==> src/rtl/clk_div_bank_pkg.sv <==
// Shared types for the clock divider bank.
// div_t is the divide-ratio type. ch_state_t holds everything one channel
// keeps between edges: active ratio, pending ratio with its flag, period
// counter and lock counter.
package clk_div_bank_pkg;

  localparam int DIV_BITS = 8;

  typedef logic [DIV_BITS-1:0] div_t;

  // Ratios below this value disable a channel.
  localparam div_t MIN_DIV = div_t'(2);

  typedef struct packed {
    div_t active;
    div_t pend_div;
    logic pend_vld;
    div_t cnt;
    div_t lock_cnt;
  } ch_state_t;

  function automatic logic div_on(div_t d);
    return d >= MIN_DIV;
  endfunction

endpackage

==> src/rtl/clk_div_channel.sv <==
// One divider channel: period counter, boundary-aligned ratio apply, lock.
// Ports:
//   clk, rst_n  source clock, async active-low reset
//   we, div     load div as the pending ratio (only issued when !pending)
//   pending     a config is waiting for the next period boundary
//   div_clk     divided clock, straight from a flop
//   tick        high for the first source cycle of each period
//   lock        ratio unchanged for LOCK_PERIODS completed periods
module clk_div_channel
  import clk_div_bank_pkg::*;
#(
  parameter int LOCK_PERIODS = 4
) (
  input  logic clk,
  input  logic rst_n,
  input  logic we,
  input  div_t div,
  output logic pending,
  output logic div_clk,
  output logic tick,
  output logic lock
);

  localparam div_t LOCK_N = div_t'(LOCK_PERIODS);

  ch_state_t st, nxt;
  logic      run, wrap;

  always_comb begin
    nxt  = st;
    run  = div_on(st.active);
    wrap = run && (st.cnt == st.active - div_t'(1));
    // A pending ratio only lands at the wrap edge, so the running period
    // always finishes; an idle channel has no period to finish.
    if (st.pend_vld && (!run || wrap)) begin
      nxt.active   = st.pend_div;
      nxt.pend_vld = 1'b0;
      nxt.cnt      = '0;
      nxt.lock_cnt = '0;
    end else if (wrap) begin
      nxt.cnt = '0;
      if (st.lock_cnt < LOCK_N) nxt.lock_cnt = st.lock_cnt + div_t'(1);
    end else if (run) begin
      nxt.cnt = st.cnt + div_t'(1);
    end
    // The pend flag is sampled above from the old state, so a config
    // accepted on a wrap edge waits for the following wrap.
    if (we) begin
      nxt.pend_div = div;
      nxt.pend_vld = 1'b1;
    end
  end

  // Outputs decode the next state so they line up with the cnt register.
  always_ff @(posedge clk or negedge rst_n) begin
    if (!rst_n) begin
      st      <= '0;
      div_clk <= 1'b0;
      tick    <= 1'b0;
      lock    <= 1'b0;
    end else begin
      st      <= nxt;
      div_clk <= div_on(nxt.active) && (nxt.cnt < (nxt.active >> 1));
      tick    <= div_on(nxt.active) && (nxt.cnt == '0);
      lock    <= div_on(nxt.active) && (nxt.lock_cnt >= LOCK_N);
    end
  end

  assign pending = st.pend_vld;

endmodule

==> src/rtl/clk_div_bank.sv <==
// Multi-channel programmable clock divider fed from the PLL output.
// Ports:
//   clk_i, arst_ni         source clock, async active-low reset
//   cfg_valid_i/ready_o    config handshake
//   cfg_ch_i, cfg_div_i    target channel and new ratio (D<2 disables)
//   cfg_err_o              one-cycle pulse after a request to a missing channel
//   clk_o, tick_o, lock_o  per-channel divided clock, period tick, lock
module clk_div_bank
  import clk_div_bank_pkg::*;
#(
  parameter int NUM_CH       = 3,
  parameter int DIV_W        = DIV_BITS,
  parameter int CH_W         = (NUM_CH > 1) ? $clog2(NUM_CH) : 1,
  parameter int LOCK_PERIODS = 4
) (
  input  logic              clk_i,
  input  logic              arst_ni,
  input  logic              cfg_valid_i,
  output logic              cfg_ready_o,
  input  logic [CH_W-1:0]   cfg_ch_i,
  input  logic [DIV_W-1:0]  cfg_div_i,
  output logic              cfg_err_o,
  output logic [NUM_CH-1:0] clk_o,
  output logic [NUM_CH-1:0] tick_o,
  output logic [NUM_CH-1:0] lock_o
);

  // Channel state is typed from the package, so the port width must match.
  if (DIV_W != DIV_BITS) begin : g_bad_div_w
    $error("clk_div_bank: DIV_W must equal clk_div_bank_pkg::DIV_BITS");
  end

  logic [NUM_CH-1:0] hit, pending, we;
  logic              ch_ok;

  // One-hot decode; an out-of-range channel hits nothing, so it is always
  // ready and simply dropped.
  always_comb begin
    hit = '0;
    for (int i = 0; i < NUM_CH; i++) hit[i] = (cfg_ch_i == CH_W'(i));
    ch_ok       = |hit;
    cfg_ready_o = ~|(hit & pending);
    we          = {NUM_CH{cfg_valid_i}} & hit & ~pending;
  end

  always_ff @(posedge clk_i or negedge arst_ni) begin
    if (!arst_ni) cfg_err_o <= 1'b0;
    else          cfg_err_o <= cfg_valid_i && !ch_ok;
  end

  for (genvar g = 0; g < NUM_CH; g++) begin : g_ch
    clk_div_channel #(.LOCK_PERIODS(LOCK_PERIODS)) u_ch (
      .clk     (clk_i),
      .rst_n   (arst_ni),
      .we      (we[g]),
      .div     (div_t'(cfg_div_i)),
      .pending (pending[g]),
      .div_clk (clk_o[g]),
      .tick    (tick_o[g]),
      .lock    (lock_o[g])
    );
  end

endmodule

==> config.mk <==
export PLATFORM = sky130hd
export DESIGN_NAME = clk_div_bank
export DESIGN_NICKNAME = d
export VERILOG_FILES = /design/src/rtl/clk_div_bank_pkg.sv /design/src/rtl/clk_div_channel.sv /design/src/rtl/clk_div_bank.sv
export SDC_FILE = /design/constraint.sdc
export NUM_CORES = 1
export LEC_CHECK = 0
export BUFFER_PORTS_ARGS = -buffer_cell sky130_fd_sc_hd__clkbuf_2
export CELL_PAD_IN_SITES_DETAIL_PLACEMENT = 1
export CELL_PAD_IN_SITES_GLOBAL_PLACEMENT = 2
export CORE_MARGIN = 1
export CORE_UTILIZATION = 40
export CTS_CLUSTER_SIZE = 10
export DETAILED_ROUTE_END_ITERATION = 12
export PLACE_DENSITY_LB_ADDON = 0.3
export SYNTH_ARGS = -nofsm -noshare
export SYNTH_HDL_FRONTEND = slang
export SYNTH_HIERARCHICAL = 1
export SYNTH_SLANG_ARGS = --single-unit
==> constraint.sdc <==
create_clock -name clk_i -period 3.6 [get_ports clk_i]
set_input_delay 0.36 -clock clk_i [delete_from_list [all_inputs] [get_ports clk_i]]
set_output_delay 0.36 -clock clk_i [all_outputs]
set_load 0.03 [all_outputs]
# Word level (Yosys, flattened, before mapping)
# Index checks and enable logic that the tools add are counted.
op_classes:
  bitwise: 4
  mux: 24
  n_addsub: 9
  n_lt_le_gt_ge: 15
  reduce_logical: 33
  eq_ne: 5
ops:
  columns: ["cell", "n"]
  rows:
  - ["$mux W8", 15]
  - ["$add A8 B1 Y8 const B", 6]
  - ["$ge A8 B2 Y1 const B", 6]
  - ["$mux W16", 3]
  - ["$eq A8 B8 Y1", 3]
  - ["$ge A8 B3 Y1 const B", 3]
  - ["$logic_not A8 Y1", 3]
  - ["$lt A8 B3 Y1 const B", 3]
  - ["$lt A8 B7 Y1", 3]
  - ["$sub A8 B1 Y8 const B", 3]
  - ["$logic_and A1 B1 Y1", 16]
  - ["$and A3 B3 Y3", 3]
  - ["$mux W1", 6]
  - ["$reduce_bool A2 Y1", 3]
  - ["$reduce_or A3 Y1", 2]
  - ["$logic_not A1 Y1", 5]
  - ["$logic_or A1 B1 Y1", 3]
  - ["$not A3 Y3", 1]
  - ["$eq A2 B1 Y1 const B", 1]
  - ["$eq A2 B2 Y1 const B", 1]
  - ["$logic_not A2 Y1", 1]
totals:
  input_bits: 13
  word_cells: 115
  regBits: 109

# Logic depth before layout (Yosys ltp)
# Gate-level depths: netlist of run 1.
logic_depth:
  word_depth: 8
  depth_mapped: 15
  depth_no_buf: 13

# Modules after synthesis
# Netlist of run 1, hierarchy kept.
modules_own_cells:
  columns: ["mod", "n_inst", "cells_each", "area_per_inst_um2"]
  rows:
  - ["clk_div_channel at g_ch[0].u_ch ...", 2, 196, 2037.0]
  - ["clk_div_channel at g_ch[1].u_ch", 1, 200, 2048.2]
  - ["clk_div_bank", 1, 9, 87.6]

# Worst setup path after synthesis of run 1
# No wires, ideal clock.
synth_path:
  path_kind: "register to register"
  start: "reg g_ch[1].u_ch/st[26] (netlist bit)"
  end: "reg g_ch[1].u_ch.div_clk"
  n_path_buf: 0
  stages_incl_launch_ff: 12
  arrival_time_ns: 3.166
  setup_ns: 0.094
  required_ns: 3.506
  slack_ns: 0.340
  period_less_slack_ns: 3.260
  path_cell_list: "dfrtp_1 > inv_1 > ha_1 > and4bb_2 > o22ai_1 > or4b_4 > or4_4 > a211oi_4 > ha_1 > a21o_1 > a211o_1 > a211oi_1"
synth_via:
  elab_chain_cells: 8
  elab_cells_between_ends: 14
  classes_between: "add/sub: 1; order compare: 3; eq/ne: 1; mux: 4; reduce/logical: 5"
synth_lines:
  columns: ["item", "line", "text"]
  rows:
  - ["from (decl)", "clk_div_channel.sv:26", "ch_state_t st, nxt;"]
  - ["from (signal assigned)", "clk_div_channel.sv:62", "st <= nxt;"]
  - ["$sub A8 B1 Y8", "clk_div_channel.sv:32", "wrap = run && (st.cnt == st.active - div_t'(1));"]
  - ["$eq A8 B8 Y1", "clk_div_channel.sv:32", null]
  - ["$logic_and A1 B1 Y1", "clk_div_channel.sv:32", null]
  - ["$logic_or A1 B1 Y1", "clk_div_channel.sv:35", "if (st.pend_vld && (!run || wrap)) begin"]
  - ["$logic_and A1 B1 Y1", "clk_div_channel.sv:35", null]
  - ["$mux W8 / $mux W16 (equally long branches)", "clk_div_channel.sv:35", null]
  - ["$ge A8 B2 Y1 / $lt A8 B7 Y1 (equally long branches)", "clk_div_bank_pkg.sv:23, clk_div_channel.sv:63", null]
  - ["$logic_and A1 B1 Y1 (*)", "clk_div_channel.sv:63", "div_clk <= div_on(nxt.active) && (nxt.cnt < (nxt.active >> 1));"]
  - ["to (signal assigned)", "clk_div_channel.sv:63", null]
  - ["to (decl)", "clk_div_channel.sv:19", "output logic div_clk,"]
# Mark *: on every way between the ends. The rest lies on a longest branch, timed or not.
# A chain may end at the register's enable or synchronous reset.

# Worst setup path after layout of run 1
layout_path:
  start: "reg g_ch[1].u_ch/st[25] (netlist bit)"
  end: "reg g_ch[1].u_ch.div_clk"
# The elaborated chain is that of the path after synthesis.

==> flow_summary.toml, run 1 <==
[run_status]
status = "completed"

[layout]
seq_area_um2 = 2730
nFillCells = 1726
n_antenna_cell = 0
fin_util_pct = 45.2
final_nets = 671
finalNonFillerCells = 821
area_delta_synth_final_pct = 10.6
multi_input_area_um2 = 3190
final_layout_size_suffix_gt1_share_pct = 19.1

[pwr]
ir_drop_mv = 0.418
p_total_mw = 6.28
power_density_nw_per_um2 = 914
p_leak_nw = 3.19
clkPwrFrac_pct = 15.3
switching_share_pct = 43.9
p_int_mw = 3.53
p_seq_share_pct = 36.3
netSwitchingPower_mw = 2.75
comb_power_share_pct = 48.4

[synth]
post-synth-top-area-fraction_pct = 43.9
synthArstFlopShare_pct = 100
synth_area_um2 = 6210
avgSynthCellArea_um2 = 10.3
synthFlopType = "dfrtp_1"
ys_types = 71
yosysWarnings = 6
synth-seq-cells = 109
synth_commonest_cells = "dfrtp_1 (109), nor2_1 (45), inv_1 (31), nand2_1 (31), ha_1 (30)"
postSynthCellCount = 601
synth_edf_count = 0
synth_most_common_cell = "dfrtp_1"
yosysTopAreaCell = "dfrtp_1"
ys_seq_area_share_pct = 43.9
synth_area_leaders = "dfrtp_1 (44%), ha_1 (6.0%), mux2_2 (4.5%)"
syn-num-nets = 644

[worst_setup_path]
crit_end = "g_ch[1].u_ch/div_clk"
worst-r2r-setup-slack_ns = 0.12
critPathMaxFanout = 5
cp-end-kind = "flip-flop"
crit_arrival_ns = 3.74
r2r-start = "g_ch[1].u_ch/st[25]"
required_ns = 3.86
timing.rr.end = "g_ch[1].u_ch/div_clk"
worstRegToRegCells = 11
crit_start = "g_ch[1].u_ch/st[25]"
worstSetupStartpointType = "flip-flop"
worstSetupPathType = "flip-flop to flip-flop"

[sta]
setup_tns_ns = 0
min_period_over_period_pct = 96.5
worstMarginPinSlew_ns = 1.17
drv_slew = 0
slew_headroom_pct = 21.8
fin_skew_ns = 0.00798
fmax_mhz = 288
post-route-min-period_ns = 3.48
final-hold-violation-count = 0
finalSetupViolations = 0
worst_slack_ns = 0.124
rsz0062_at_grt = "false"

[run]
maxCapViolations = 0

[routing]
first_pass_iters = 4
vias = 4560
wl_per_cell_um = 18.7
drt_iter0_drc = 208
vias_per_cell = 5.55
drc = 0
postRouteAntennaNets = 0
postRouteWirelength_mm = 15.3

[cts]
cts_buffers = 9
clk_latency_ns = 0.35
htreeDepth = 3
cts_buffer_depth = 2
cts_root_buf = "clkbuf_16"
clk_pin_slew_worst_paths_ns = 0.07
clkSinkCount = 109
hold_buffers = 0
cts_tree = "built"

[global_routing]
grt_pass1_wl_mm = 26.2
antenna_found_initial = 0
grt_pass1_vias = 4879
grt_overflow = 0
grt_usage_pct = 21.0
grt_start_max_net_pins = 62

[floorplanning]
die_y_um = 127
start_util_pct = 40.8
die_area_um2 = 16000
die_x_um = 127
pin_count = 24
coreArea_um2 = 15200
num_rows = 45

[worst_hold_path]
hp-class = "input port to async pin"

[place]
hpwl_mm = 11.9
port_buffers = 23
gp_congestion = 0.822
dp.cells = 803
dpl_worst_slack_ns = 0.0871
==> cells by family (layout without fill, tap and decap cells) <==
kind of cell / Yosys count / after routing / synth area share, %
multiplexers: 37 / 37 / 6.71
buffers and inverters: 65 / 97 / 4.82
AO/OA/AOI/OAI: 108 / 108 / 13.0
XOR/XNOR: 46 / 46 / 6.49
AND/OR/NAND/NOR: 206 / 206 / 19.0
flip-flops: 109 / 109 / 43.9
adder cells (fa/ha/maj): 30 / 30 / 6.04
==> final cells by class <==
cell class,count,area share [%]
flip-flops and latches,109,39.7
inverters,38,2.08
well taps,188,3.42
repair buffers,43,4.08
clock inverters,4,0.474
clock buffers,12,3.73
multi-input cells,427,46.5
==> what timing repair did <==
action                     4_1_cts  5_1_grt
setup buffers                    0        2
resized for setup                0        4
setup endpoints to repair        0        1
==> power groups by stage <==
stage | Clock [mW] | Combinational [mW] | Sequential [mW]
floorplan | 0 | 2.38 | 2.05
global placement | 0 | 2.91 | 2.28
detailed placement | 0 | 3.03 | 2.30
CTS | 0.997 | 3.05 | 2.28
global route | 1.04 | 3.44 | 2.36
finish | 0.963 | 3.04 | 2.28
==> per-stage QoR <==
stage / instance area [um^2] / hold WS (ns)
floorplan: 6210 / 0.0644
global placement: 6560 / 0.469
detailed placement: 6560 / 0.468
CTS: 6850 / 0.119
global route: 6870 / 0.151
finish: 6870 / 0.0899
==> registers in the layout, indices dropped and copies added, names as in the netlist <==
signal,flops
cfg_err_o,1
g_ch.u_ch/st,96
g_ch.u_ch/lock,3
g_ch.u_ch/div_clk,3
g_ch.u_ch/pending,3
g_ch.u_ch/tick,3
==> per-layer routing <==
layer	up-vias	track usage [%]	share of wire (%)
met2	41	34.4	48
met1	2314	28.6	48
met3	15	3.16	2.1
met5	-	0	0
met4	0	6.59	1.6
li1	2190	-	-
==> how the worst min path moves through the flow <==
stage	slack, ns	start	cells after the start	endpoint
5_1_grt	0.15	arst_ni	1	g_ch[1].u_ch/st[9]
6_report	0.09	arst_ni	1	g_ch[1].u_ch/st[9]
3_5_place_dp	0.47	g_ch[2].u_ch/st[17]	2	g_ch[2].u_ch/st[25]
2_1_floorplan	0.06	arst_ni	0	cfg_err_o
4_1_cts	0.12	arst_ni	1	g_ch[1].u_ch/st[9]
3_3_place_gp	0.47	g_ch[2].u_ch/st[17]	2	g_ch[2].u_ch/st[25]
==> critical path: stages (launching register included) <==
cell and delay [ns]:
dfrtp_1 0.39, inv_1 0.11, ha_2 0.21, and4bb_2 0.23, o22ai_1 0.07, or4b_4 0.58, or4_4 0.55, a211oi_4 0.30
ha_1 0.29, a21o_1 0.18, a211o_1 0.29, a211oi_1 0.17
==> cells in the final DEF (no fill, tap or decap), types with 3 or more instances in the layout <==
cell type,count
a21o_1,6
and3_1,4
xnor2_1,17
inv_2,7
a31oi_1,3
nand3b_1,3
nor3_1,19
a211oi_1,7
nor2b_1,17
o2bb2ai_1,4
a21oi_1,20
or3_1,10
nand2b_1,7
nand2_1,31
a211o_1,5
clkbuf_16,9
nor2_1,45
nor4_1,4
or4_1,8
mux2i_1,9
dfrtp_1,108
inv_1,31
a22oi_1,4
o21bai_1,5
xor2_1,29
nand4_1,11
nand3_1,19
nor4_2,4
o21ai_1,5
mux2_2,25
mux2_4,3
buf_4,20
o211ai_1,5
clkbuf_2,22
ha_1,29
o21ai_0,19
Power figures use the tool's default switching activity.
==> run 2, diff against run 1 <==
--- a/config.mk
+++ b/config.mk
@@ -6,12 +6,14 @@
 export NUM_CORES = 1
 export LEC_CHECK = 0
 export BUFFER_PORTS_ARGS = -buffer_cell sky130_fd_sc_hd__clkbuf_2
+export CAP_MARGIN = 25
 export CELL_PAD_IN_SITES_DETAIL_PLACEMENT = 1
 export CELL_PAD_IN_SITES_GLOBAL_PLACEMENT = 2
 export CORE_MARGIN = 1
-export CORE_UTILIZATION = 40
+export CORE_UTILIZATION = 41
 export CTS_CLUSTER_SIZE = 10
 export DETAILED_ROUTE_END_ITERATION = 12
+export MAX_ROUTING_LAYER = met4
 export PLACE_DENSITY_LB_ADDON = 0.3
 export SYNTH_ARGS = -nofsm -noshare
 export SYNTH_HDL_FRONTEND = slang
==> run 2 against run 1 <==
Clock skew shrank 0.0025 ns; setup slack gained 0.010 ns; via count grew 2.7%; critical path depth is the same; highest routed layer unchanged.
==> flow_summary.toml, run 2 (synthesis gave the netlist of run 1 again) <==
[run_status]
status = "completed"

[sta]
finalSetupViolations = 0
rsz0062_at_grt = "true"
final-hold-violation-count = 0
min_period_over_period_pct = 96.3
fmax_mhz = 289
slew_headroom_pct = 36.2
holdWs_ns = 0.323
setup_tns_ns = 0
worstMarginPinSlew_ns = 0.954
drv_slew = 0
fin_skew_ns = 0.00546
post-route-min-period_ns = 3.47

[cts]
cts_tree = "built"
clk_latency_ns = 0.36
clk_pin_slew_worst_paths_ns = 0.07
clkSinkCount = 109
htreeDepth = 3
cts_buffers = 9
cts_root_buf = "clkbuf_16"
cts_buffer_depth = 2

[pwr]
power_density_nw_per_um2 = 944
p_leak_nw = 3.27
ir_drop_mv = 0.423

[layout]
final_cell_mix = "dfrtp_1 (109), nor2_1 (45), nand2_1 (31), inv_1 (31)"
area_delta_synth_final_pct = 13.5
n_antenna_cell = 0
top_register = "g_ch.u_ch/st"
final_layout_size_suffix_gt1_share_pct = 20.0
finalNonFillerCells = 823
multi_input_area_um2 = 3220
largest_reg_flops = 96
final_common_cell = "dfrtp_1"
final_nets = 677
seq_area_um2 = 2730
nFillCells = 1628

[worst_setup_path]
cp_slowest_cell = "or4b_4"
crit_start = "g_ch[1].u_ch/st[25]"
crit_arrival_ns = 3.73
cp-end-kind = "flip-flop"
critPathMaxFanout = 5
worstSetupStartpointType = "flip-flop"
path_delay_family = "simple AND/OR/NAND/NOR gates"
crit_path_cell_trace = "inv_1 > ha_2 > and4bb_2 > o22ai_1 > or4b_4 > or4_4 > a211oi_4 > ha_1 > a21o_1 > a211o_1 > a211oi_2"
r2r-start = "g_ch[1].u_ch/st[25]"
critPathBufInv = 1
worstSetupPathType = "flip-flop to flip-flop"
cpPeakStageDelay_ns = 0.58
required_ns = 3.87

[floorplanning]
die_y_um = 125
die_x_um = 125
pin_count = 24
coreArea_um2 = 14600
start_util_pct = 42.4
num_rows = 44
die_area_um2 = 15600

[global_routing]
grt_pass1_wl_mm = 26.4
antenna_found_initial = 0
grt-busiest-layer = "met2"
use_met2_pct = 35.2
grt_overflow = 0
grt_pass1_vias = 4962
grt_start_max_net_pins = 80
use_met3_pct = 2.78
grt_usage_pct = 22.4
globalRouteMet1Util_pct = 29.6

[place]
gp_congestion = 0.913
dp.cells = 802
hpwl_mm = 12.0
port_buffers = 23

[routing]
postRouteWirelength_mm = 15.8
wl_per_cell_um = 19.2
postRouteAntennaNets = 0
drc = 0
first_pass_iters = 6
vias = 4683
drt_iter0_drc = 237
vias_per_cell = 5.69

[worst_hold_path]
hp-class = "input port to flip-flop"
hold_path.startpoint = "cfg_div_i[0]"

[run]
maxCapViolations = 0
==> run 2: metrics by stage <==
stage	util [%]	worst slack [ns]	cell area, um^2	total power, mW
6_report	48.1	0.134	7050	6.65
2_1_floorplan	-	0.340	6210	4.43
3_5_place_dp	44.9	0.127	6580	5.37
4_1_cts	47.5	0.0843	6950	6.64
3_3_place_gp	44.9	0.216	6570	5.19
5_1_grt	48.1	-0.00681	7050	7.19
==> run 2: worst paths after layout <==
check | to | slack [ns] | cells after the start
worst max-delay path | g_ch[1].u_ch/div_clk | 0.13 | 11
worst min-delay path | g_ch[0].u_ch/st[17] | 0.32 | 2
worst max register to register | g_ch[1].u_ch/div_clk | 0.13 | 11
worst min register to register | g_ch[2].u_ch/st[6] | 0.50 | 1
max in group asynchronous | g_ch[2].u_ch/pending | 2.27 | 4
min in group asynchronous | g_ch[2].u_ch/st[12] | 0.44 | 2
==> run 2: metal layers <==
metal | vias to the layer above | routed length, um
li1 | 2215 | -
met1 | 2393 | 7600
met2 | 56 | 7600
met3 | 19 | 291
met4 | 0 | 291
met5 | - | 0
==> run 2: worst reg2reg max path, delay by kind of cell, from the launching register on <==
family	cells	cell delay [ns]
buffers and inverters	1	0.12
flip-flops	1	0.41
AND/OR/NAND/NOR	3	1.36
adder cells (fa/ha/maj)	2	0.49
AO/OA/AOI/OAI	5	0.99
==> run 2: repair_timing <==
item | CTS | global route
gates resized for setup | 0 | 8
hold endpoints to repair | 0 | 22
setup buffers | 0 | 3
hold buffers | 0 | 1
endpoints found under the setup margin | 0 | 3
==> run 2: report_power, final <==
| part | leakage, nW | switching (mW) | internal [mW] | total (mW) |
|---|---|---|---|---|
| clock | 0.183 | 0.456 | 0.769 | 1.22 |
| combinational | 1.71 | 1.73 | 1.39 | 3.13 |
| sequential | 1.38 | 0.639 | 1.66 | 2.30 |
| total | 3.27 | 2.83 | 3.82 | 6.65 |
==> run 2: cell type report <==
| type | count | area share (%) |
|---|---|---|
| Tap cell | 184 | 3.27 |
| Inverter | 38 | 2.02 |
| Sequential cell | 109 | 38.7 |
| Clock inverter | 6 | 1.90 |
| Timing Repair Buffer | 49 | 4.94 |
| Multi-Input combinational cell | 427 | 45.8 |
| Clock buffer | 10 | 3.39 |
==> run 3, diff against run 2 <==
--- a/config.mk
+++ b/config.mk
@@ -14,7 +14,7 @@
 export CTS_CLUSTER_SIZE = 10
 export DETAILED_ROUTE_END_ITERATION = 12
 export MAX_ROUTING_LAYER = met4
-export PLACE_DENSITY_LB_ADDON = 0.3
+export PLACE_DENSITY_LB_ADDON = 0.1
 export SYNTH_ARGS = -nofsm -noshare
 export SYNTH_HDL_FRONTEND = slang
 export SYNTH_HIERARCHICAL = 1
==> run 3 against run 2 <==
Combinational power barely moved; non-clock buffer count down 3; routed wire length increased by 2.1%; clock power down 18%; highest routed layer unchanged; flip-flop and latch count did not move; global-route usage rose by 0.41 points; final cell count is 0.36% lower; power shrank 3.4%.
==> flow_summary.toml, run 3 (synthesis gave the netlist of run 1 again) <==
[cts]
clk_pin_slew_worst_paths_ns = 0.08
clk_latency_ns = 0.37
cts_buffer_depth = 2
cts_buffers = 9
hold_buffers = 0
cts_root_buf = "clkbuf_16"
clkSinkCount = 109
cts_tree = "built"
htreeDepth = 3

[sta]
rsz0062_at_grt = "false"
worstMarginPinSlew_ns = 0.766
post-route-min-period_ns = 3.44
fin_skew_ns = 0.0156
drv_slew = 0
slew_headroom_pct = 48.9
finalSetupViolations = 0
min_period_over_period_pct = 95.5
final-hold-violation-count = 0
fmax_mhz = 291
setup_tns_ns = 0

[run_status]
status = "completed"

[worst_setup_path]
cp-end-kind = "flip-flop"
worstSetupPathType = "flip-flop to flip-flop"
crit_arrival_ns = 3.71
path_delay_family = "simple AND/OR/NAND/NOR gates"
cp_slowest_cell = "or4_4"
cpPeakStageDelay_ns = 0.59
worstSetupStartpointType = "flip-flop"
critPathMaxFanout = 5
required_ns = 3.87
critPathBufInv = 1
crit_path_cell_trace = "buf_4 > nor3_1 > o211ai_1 > or4b_4 > or4_4 > a211oi_4 > ha_1 > a21o_1 > a211o_1 > a211oi_2"

[pwr]
p_seq_share_pct = 35.8
ir_drop_mv = 0.409
switching_share_pct = 44.8
p_leak_nw = 3.22
comb_power_share_pct = 48.7
clkPwrFrac_pct = 15.5
power_density_nw_per_um2 = 930
p_int_mw = 3.55
netSwitchingPower_mw = 2.88

[floorplanning]
pin_count = 24
start_util_pct = 42.4
die_x_um = 125
coreArea_um2 = 14600
die_y_um = 125
num_rows = 44
die_area_um2 = 15600

[layout]
final_layout_size_suffix_gt1_share_pct = 19.8
n_antenna_cell = 0
top_register = "g_ch.u_ch/st"
final_common_cell = "dfrtp_1"
finalNonFillerCells = 820
area_delta_synth_final_pct = 11.4
seq_area_um2 = 2730
final_cell_mix = "dfrtp_1 (109), nor2_1 (45), nand2_1 (31)"
final_nets = 674
largest_reg_flops = 96
multi_input_area_um2 = 3200
nFillCells = 1643

[place]
gp_congestion = 0.824
hpwl_mm = 12.4
dp.cells = 800
port_buffers = 23

[run]
maxCapViolations = 0

[routing]
drc = 0
vias = 4600
drt_iter0_drc = 252
postRouteWirelength_mm = 16.1
vias_per_cell = 5.61
wl_per_cell_um = 19.7
postRouteAntennaNets = 0
first_pass_iters = 7

[global_routing]
grt_pass1_vias = 4962
grt_usage_pct = 22.8
grt_start_max_net_pins = 59
antenna_found_initial = 0
grt_overflow = 0
grt_pass1_wl_mm = 26.9

[worst_hold_path]
hp-class = "input port to async pin"
## run 3: cell types whose count changed in the layout (fill, tap and decap cells not counted), sizes merged
cell,change
bufinv,-4
inv,+3
buf,-2
clkinv,+1
dlygate4sd3,-1
## run 3: cell type report
class | instances | share of cell area (%)
multi-input cells | 427 | 46.3
flip-flops and latches | 109 | 39.4
repair buffers | 46 | 4.56
well taps | 184 | 3.33
clock buffers | 10 | 3.31
inverters | 38 | 2.06
clock inverters | 6 | 0.977
## run 3: metrics by stage
step / cell area (um^2) / power (mW) / setup slack, ns / util [%] / hold WS (ns)
after floorplan: 6210 / 4.43 / 0.340 / - / 0.0644
after global placement: 6580 / 5.25 / 0.204 / 44.9 / 0.467
after detailed placement: 6580 / 5.39 / 0.0387 / 44.9 / 0.471
after CTS: 6870 / 6.42 / 0.0188 / 46.9 / 0.0777
after global routing: 6920 / 6.98 / 0.00102 / 47.2 / 0.110
final: 6920 / 6.43 / 0.164 / 47.2 / 0.0406
## run 3: repair_timing
| item | in CTS | in global routing |
|---|---|---|
| gates resized for setup | 0 | 6 |
| endpoints found under the hold margin | 0 | 0 |
| endpoints found under the setup margin | 0 | 1 |
| buffers inserted | 0 | 3 |
## run 3: layer usage
metal	GRT usage [%]	part of all wire, %	vias up
met4	2.80	0.30	0
met3	4.24	3.7	6
met5	-	0	-
li1	-	-	2193
met1	30.7	48	2341
met2	36.6	48	60
## run 3: path summary, 6_finish.rpt
check,slack (ns),to,depth (start not counted),start
worst min-delay path,0.04,g_ch[2].u_ch/st[12],1,arst_ni
worst min register to register,0.49,g_ch[1].u_ch/st[25],2,g_ch[1].u_ch/st[17]
min in group clk_i,0.31,g_ch[0].u_ch/st[18],2,cfg_div_i[1]
max in group asynchronous,2.78,g_ch[1].u_ch/st[9],2,arst_ni
worst max-delay path,0.16,g_ch[1].u_ch/div_clk,10,g_ch[1].u_ch/st[25]
worst max register to register,0.16,g_ch[1].u_ch/div_clk,10,g_ch[1].u_ch/st[25]
## run 3: power groups by stage
stage	Clock, mW	Sequential, mW	Combinational [mW]
finish	0.996	2.30	3.13
CTS	1.03	2.30	3.09
floorplan	0	2.05	2.38
global route	1.07	2.38	3.53
detailed placement	0	2.32	3.07
global placement	0	2.30	2.95
